[config.mk]
export PLATFORM = sky130hd
export DESIGN_NAME = serial_operand_tx_flat
export DESIGN_NICKNAME = d
export VERILOG_FILES = /design/src/rtl/serial_operand_tx_if.sv /design/src/rtl/serial_operand_tx.sv /design/src/flat_wrapper.sv
export SDC_FILE = /design/constraint.sdc
export NUM_CORES = 1
export LEC_CHECK = 0
export ABC_CLOCK_PERIOD_IN_PS = 1700
export CAP_MARGIN = 30
export CORE_MARGIN = 2
export CORE_UTILIZATION = 25
export DETAILED_ROUTE_END_ITERATION = 7
export PLACE_DENSITY = 0.43
export SYNTH_ARGS = -nofsm -noshare
export SYNTH_HDL_FRONTEND = slang
export SYNTH_SLANG_ARGS = --single-unit
[constraint.sdc]
create_clock -name clk -period 1.7 [get_ports clk]
set_input_delay 0.17 -clock clk [delete_from_list [all_inputs] [get_ports clk]]
set_output_delay 0.17 -clock clk [all_outputs]
set_load 0.1 [all_outputs]
[src/rtl/serial_operand_tx_if.sv]
// Bit-pair stream between the operand transmitter and the serial comparator.
// master drives bit_valid/aout/bout/last, slave drives bit_ready.
interface serial_operand_tx_if;
    logic bit_valid;
    logic bit_ready;
    logic aout;
    logic bout;
    logic last;

    modport master (
        output bit_valid,
        output aout,
        output bout,
        output last,
        input  bit_ready
    );

    modport slave (
        input  bit_valid,
        input  aout,
        input  bout,
        input  last,
        output bit_ready
    );
endinterface

[src/rtl/serial_operand_tx.sv]
// Serial operand transmitter: loads a/b on start, streams one bit pair per
// valid/ready transfer (MSB- or LSB-first), pulses done after the last pair.
// Ports: clk, rst (async active-low), start, mode, a, b, busy, done,
//        tx (master side of the bit-pair stream).
module serial_operand_tx #(
    parameter int WIDTH = 32,
    parameter int CNT_W = $clog2(WIDTH)
) (
    input  logic             clk,
    input  logic             rst,
    input  logic             start,
    input  logic             mode,
    input  logic [WIDTH-1:0] a,
    input  logic [WIDTH-1:0] b,
    output logic             busy,
    output logic             done,
    serial_operand_tx_if.master tx
);

    typedef enum logic [1:0] {
        IDLE,
        SHIFT,
        DONE
    } state_t;

    state_t           state;
    state_t           nxt;
    logic [WIDTH-1:0] sa;
    logic [WIDTH-1:0] sb;
    logic [WIDTH-1:0] ra;
    logic [WIDTH-1:0] rb;
    logic [CNT_W-1:0] cnt;
    logic             valid;
    logic             load;
    logic             fire;
    logic             is_last;

    // LSB-first is handled by loading bit-reversed operands, so the
    // output always comes from the top bit and the shift is always left.
    always_comb begin
        ra = '0;
        rb = '0;
        for (int i = 0; i < WIDTH; i++) begin
            ra[i] = a[WIDTH-1-i];
            rb[i] = b[WIDTH-1-i];
        end
    end

    always_ff @(posedge clk or negedge rst) begin
        if (!rst) state <= IDLE;
        else      state <= nxt;
    end

    always_comb begin
        nxt   = state;
        busy  = 1'b0;
        done  = 1'b0;
        valid = 1'b0;
        load  = 1'b0;
        unique case (state)
            IDLE: begin
                if (start) begin
                    load = 1'b1;
                    nxt  = SHIFT;
                end
            end
            SHIFT: begin
                busy  = 1'b1;
                valid = 1'b1;
                if (tx.bit_ready && is_last) nxt = DONE;
            end
            DONE: begin
                done = 1'b1;
                nxt  = IDLE;
            end
            default: nxt = IDLE;
        endcase
    end

    assign is_last = (state == SHIFT) && (cnt == CNT_W'(WIDTH-1));
    assign fire    = valid && tx.bit_ready;

    always_ff @(posedge clk or negedge rst) begin
        if (!rst) begin
            sa  <= '0;
            sb  <= '0;
            cnt <= '0;
        end else if (load) begin
            sa  <= mode ? ra : a;
            sb  <= mode ? rb : b;
            cnt <= '0;
        end else if (fire) begin
            sa  <= {sa[WIDTH-2:0], 1'b0};
            sb  <= {sb[WIDTH-2:0], 1'b0};
            cnt <= cnt + 1'b1;
        end
    end

    assign tx.bit_valid = valid;
    assign tx.aout      = valid & sa[WIDTH-1];
    assign tx.bout      = valid & sb[WIDTH-1];
    assign tx.last      = is_last;

endmodule
[src/flat_wrapper.sv]
// flat-port wrapper written by rule: the top's interface ports become plain ports
module serial_operand_tx_flat 
#(
    parameter int WIDTH = 32,
    parameter int CNT_W = $clog2(WIDTH)
)
  (clk, rst, start, mode, a, b, busy, done, tx_bit_valid, tx_aout, tx_bout, tx_last, tx_bit_ready);
  serial_operand_tx_if tx_i ();
  input  logic clk;
  input  logic rst;
  input  logic start;
  input  logic mode;
  input  logic [WIDTH-1:0] a;
  input  logic [WIDTH-1:0] b;
  output logic busy;
  output logic done;
  output wire logic [$bits(tx_i.bit_valid)-1:0] tx_bit_valid;
  output wire logic [$bits(tx_i.aout)-1:0] tx_aout;
  output wire logic [$bits(tx_i.bout)-1:0] tx_bout;
  output wire logic [$bits(tx_i.last)-1:0] tx_last;
  input wire logic [$bits(tx_i.bit_ready)-1:0] tx_bit_ready;
  assign tx_bit_valid = tx_i.bit_valid;
  assign tx_aout = tx_i.aout;
  assign tx_bout = tx_i.bout;
  assign tx_last = tx_i.last;
  assign tx_i.bit_ready = tx_bit_ready;
  serial_operand_tx #(.WIDTH(WIDTH), .CNT_W(CNT_W)) u_core (.clk(clk), .rst(rst), .start(start), .mode(mode), .a(a), .b(b), .busy(busy), .done(done), .tx(tx_i));
endmodule
; ---- Word level (Yosys, flattened, before mapping)
; Cells that the tools add are included.
[word_totals]
reg_bits = 71
latch_bits = 0
ram_bits = 0
romBits = 0
inputBits = 69
output_inout_bits = 6
wordCells = 33
n_memories = 0
[classes]
n_addsub = 1
multipliers = 0
div_mod_pow = 0
order_cmp = 0
n_eq_ne = 5
n_shift = 0
muxes = 15
n_bitwise = 2
n_reduce_logical = 6
[op_table]
columns = cell, count
row1 = 2-to-1 mux 32 bit, 6
row2 = 2-to-1 mux 5 bit, 2
row3 = adder 5 x 1 -> 5 bit (second input constant), 1
row4 = equality test 5 bit (second input constant), 1
row5 = 2-to-1 mux 1 bit, 4
row6 = 2-to-1 mux 2 bit, 2
row7 = one-hot mux 2 bit (2 select lines), 1
row8 = logical AND 1 bit, 3
row9 = bitwise AND 1 bit, 2
row10 = equality test 2 x 1 -> 1 bit (second input constant), 1
row11 = equality test 2 bit (second input constant), 1
row12 = logical NOT 2 bit, 1
row13 = inequality test 2 x 1 -> 1 bit (second input constant), 1
row14 = inequality test 2 bit (second input constant), 1
row15 = AND reduction 2 bit, 1
row16 = nonzero test 2 bit, 1

; ---- Logic depth before layout (Yosys ltp)
[depth]
word_depth = 5
ltp_mapped = 5

; ---- Least setup slack after synthesis
; No wires, ideal clock.
[synth_timing]
path_kind = flip-flop to output port
from = register u_core.state[0]
to = output port tx_aout
t_arrival_ns = 2.835
setup_slack_ns = -1.305
stages_incl_launch_ff = 3
path_buffers = 0
cell_sequence = dfrtp_1 nor2b_1 and2_1
[synth_between]
elab_chain_cells = 3
[synth_rtl]
columns = item, line_no
row1 = start: declaration, serial_operand_tx.sv:26  ; state_t state;
row2 = start signal: assignment, serial_operand_tx.sv:51  ; else state <= nxt;
row3 = equality test 2 x 1 -> 1 bit, n/a
row4 = 2-to-1 mux 1 bit, n/a
row5 = named net busy, flat_wrapper.sv:15  ; output logic busy;
row6 = bitwise AND 1 bit, serial_operand_tx.sv:100  ; assign tx.aout = valid & sa[WIDTH-1];
row7 = end: declaration, flat_wrapper.sv:18  ; output wire logic [$bits(tx_i.aout)-1:0] tx_aout;
; The timed path passes the listed nets, and every way through them passes these cells.

; ---- Worst setup path after layout
[layout_timing]
from = register u_core.cnt[0]
to = output port tx_last
[layout_between]
elab_chain_cells = 2
[layout_rtl]
columns = item, line_no
row1 = start: declaration, serial_operand_tx.sv:32  ; logic [CNT_W-1:0] cnt;
row2 = start signal: assignment, serial_operand_tx.sv:95  ; cnt <= cnt + 1'b1;
row3 = equality test 5 bit, serial_operand_tx.sv:80  ; assign is_last = (state == SHIFT) && (cnt == CNT_W'(WIDTH-1));
row4 = logical AND 1 bit, serial_operand_tx.sv:80
row5 = end: declaration, flat_wrapper.sv:20  ; output wire logic [$bits(tx_i.last)-1:0] tx_last;
; Every way passes these cells.

==> results.toml <==
[sta]
worst_pin_slew_ps = 393.8
rsz0062_at_grt = "true"
drv_slew = 0
worst_slew_margin_rel = 0.7375
hold_violations = 0
finalClockSkew_ps = 7.848
fin_crit_sh = 0.9972
clock.fmax_mhz = 589.9
tns_ps = 0
finalSetupViolCount = 0
finalCriticalPeriod_ps = 1695

[cells_and_area]
area_growth_pct = 39.55
fillers = 1473
fin_nets = 464
antenna_cells = 0
stdcell_count = 582
layout-drive-gt1-share = 0.1382
utilization = 0.3559

[route]
routed_via_density = 4.943
routedWlPerCell_um = 16.45
drtAntennaViolNets = 0
drt_iter0_drc = 213
drc = 0
firstDrtPassIters = 4
vias = 2877
routed_wl_mm = 9.572

[grt]
overflow = 0
globalRouteMet1Util = 0.1792
grt_pass1_vias = 2940
top_usage_layer = "met2"
grt_max_degree = 72
track_usage = 0.1261
use_met2 = 0.1898
grt_pass1_wl_mm = 15.91
antenna_found_initial = 0
grtUsageMet3 = 0.02396

[yosys]
yosys_warnings = 0
synth_cell_types = 27
yosys-top-cells-area = "dfrtp_1 48%, mux2i_1 17%, a221o_1 17%"
yosys.area.top_type_share = 0.4812
synth_area_mm2 = 0.003692
synth-seq-cells = 71
ys_top_cells_by_count = "71 x dfrtp_1, 64 x mux2i_1, 63 x nor2_1"
yosys.cell_count.top_type = "dfrtp_1"
synth_top_flop_cell = "dfrtp_1"
synth_area_leader_cell = "dfrtp_1"
synth-edff-count = 0
synth_fp_nets = 388
synthArstFlopShare = 1.000
syn_area_per_cell_um2 = 11.65
synth_cells = 317
yosysSeqAreaShare = 0.4812

[setup_path]
startpoint_type = "register"
worstPathMaxFanout = 2
path_cells = "ha_2 -> and3_4 -> ha_4 -> and2_4 -> buf_12"
end_kind = "primary output"
cp_top_family = "flip-flops"
critPathKind = "reg2out"
cp.depth = 5
cp_slowest_cell = "dfrtp_1"
reg2reg_depth = 4
required_ps = 1530
slowest_delay_ps = 390
worstPathArrival_ps = 1530
cp_num_buf_inv = 1

[clocking]
clock_sinks = 71
insertion_delay_ps = 330
cts-root-buf = "clkbuf_16"
htreeDepth = 3
path_clk_slew_ps = 60
cts_tree = "done"
cts.path.max_buffers = 2
cts_buffers = 9

[floorplan]
die_y_um = 125.5
coreArea_mm2 = 0.01448
die-area_mm2 = 0.01576
pin_count = 75
start_util = 0.2550
row_count = 44
die_w_um = 125.5

[place]
dp_hpwl_mm = 6.457
post-place-cells = 558
io_buffers = 74
globalplace.congestion = 0.7011

[min_path]
min_path_cells = 3
hold_path.class = "in2reg"

[power]
total_power_w = 0.007506
p_per_area_mw_per_mm2 = 1457
p_leak_nw = 2.354
peakVddDrop_mv = 0.5293

[job]
cap_violations = 0

[run_status]
status = "complete, no violations"
==> per-layer routing <==
| layer | vias up | wire length [um] |
|---|---|---|
| li1 | 1369 | - |
| met1 | 1412 | 4735 |
| met2 | 83 | 4245 |
| met3 | 13 | 438 |
| met4 | 0 | 152 |
| met5 | - | 0 |
==> area by class of cell <==
class | instances | area, um2 | share of cell area
Inverter | 1 | 3.754 | 0.0007285
Tap cell | 184 | 230.2 | 0.04468
Timing Repair Buffer | 94 | 1033 | 0.2006
Clock inverter | 4 | 98.84 | 0.01918
Clock buffer | 12 | 266.5 | 0.05172
Sequential cell | 71 | 1777 | 0.3448
Multi-Input combinational cell | 216 | 1743 | 0.3383
==> path summary, 6_finish.rpt <==
kind                                 start       endpoint  slack [ps]
setup / recovery             u_core.cnt[0]        tx_last           5
hold / removal                        mode   u_core.sb[0]         370
setup reg to reg           u_core.state[1]   u_core.sa[9]         110
hold reg to reg               u_core.sa[0]   u_core.sa[0]         500
max in group asynchronous              rst  u_core.sa[23]         980
min in group asynchronous              rst  u_core.sa[16]         380
==> report_power, final <==
group / switching, W / internal (W) / total [W]
combinational: 0.00113 / 0.00128 / 0.00240
sequential: 0.000446 / 0.00239 / 0.00284
clock: 0.000705 / 0.00156 / 0.00226
total: 0.00228 / 0.00523 / 0.00751
==> through the flow <==
stage / instance area (um2) / hold slack, ps / setup slack, ps
after global routing: 5152 / 403.5 / -37.45
after global placement: 4703 / 242.3 / -5.277
after detailed placement: 4703 / 231.8 / -11.55
after CTS: 5122 / 361.4 / 6.142
final: 5152 / 372.6 / 4.809
after floorplan: 3706 / -125.6 / -93.62
==> cell usage in the layout (no fill, tap or decap), types with 2 or more instances in the layout <==
cell type         n
a221o_1          62
a22o_1            2
and2_2            2
buf_12           13
buf_4            13
bufinv_16         3
clkbuf_16         9
clkbuf_8          3
clkdlybuf4s50_1  66
dfrtp_1          71
mux2i_1          64
nand3_1           2
nor2_1           63
o21ai_1           2
o2bb2ai_1         2
==> cells by family after synthesis <==
family                   share of synthesized area
flip-flops                                  0.4812
adder cells (fa/ha/maj)                   0.006776
XOR/XNOR                                  0.002373
buffers and inverters                      0.05761
AND/OR/NAND/NOR                            0.09556
AO/OA/AOI/OAI                               0.1830
multiplexers                                0.1735
==> tightest hold or removal path, delay by kind of cell <==
| kind | cells | cell delay (ps) |
|---|---|---|
| buffers and inverters | 1 | 210 |
| muxes | 1 | 170 |
| AOI/OAI and AO/OA | 1 | 90 |
==> flip-flops by register name, indices dropped and copies added, names as in the netlist <==
name and flops:
u_core.sb 32, u_core.cnt 5, u_core.sa 32, u_core.state 2
==> repair_timing <==
item,CTS,global route
hold buffers,1,0
pin swaps,1,1
setup buffers,3,4
gates resized for setup,5,0
setup endpoints to repair,1,3
hold endpoints to repair,71,0
No activity file was read; power rests on OpenSTA's default activity.
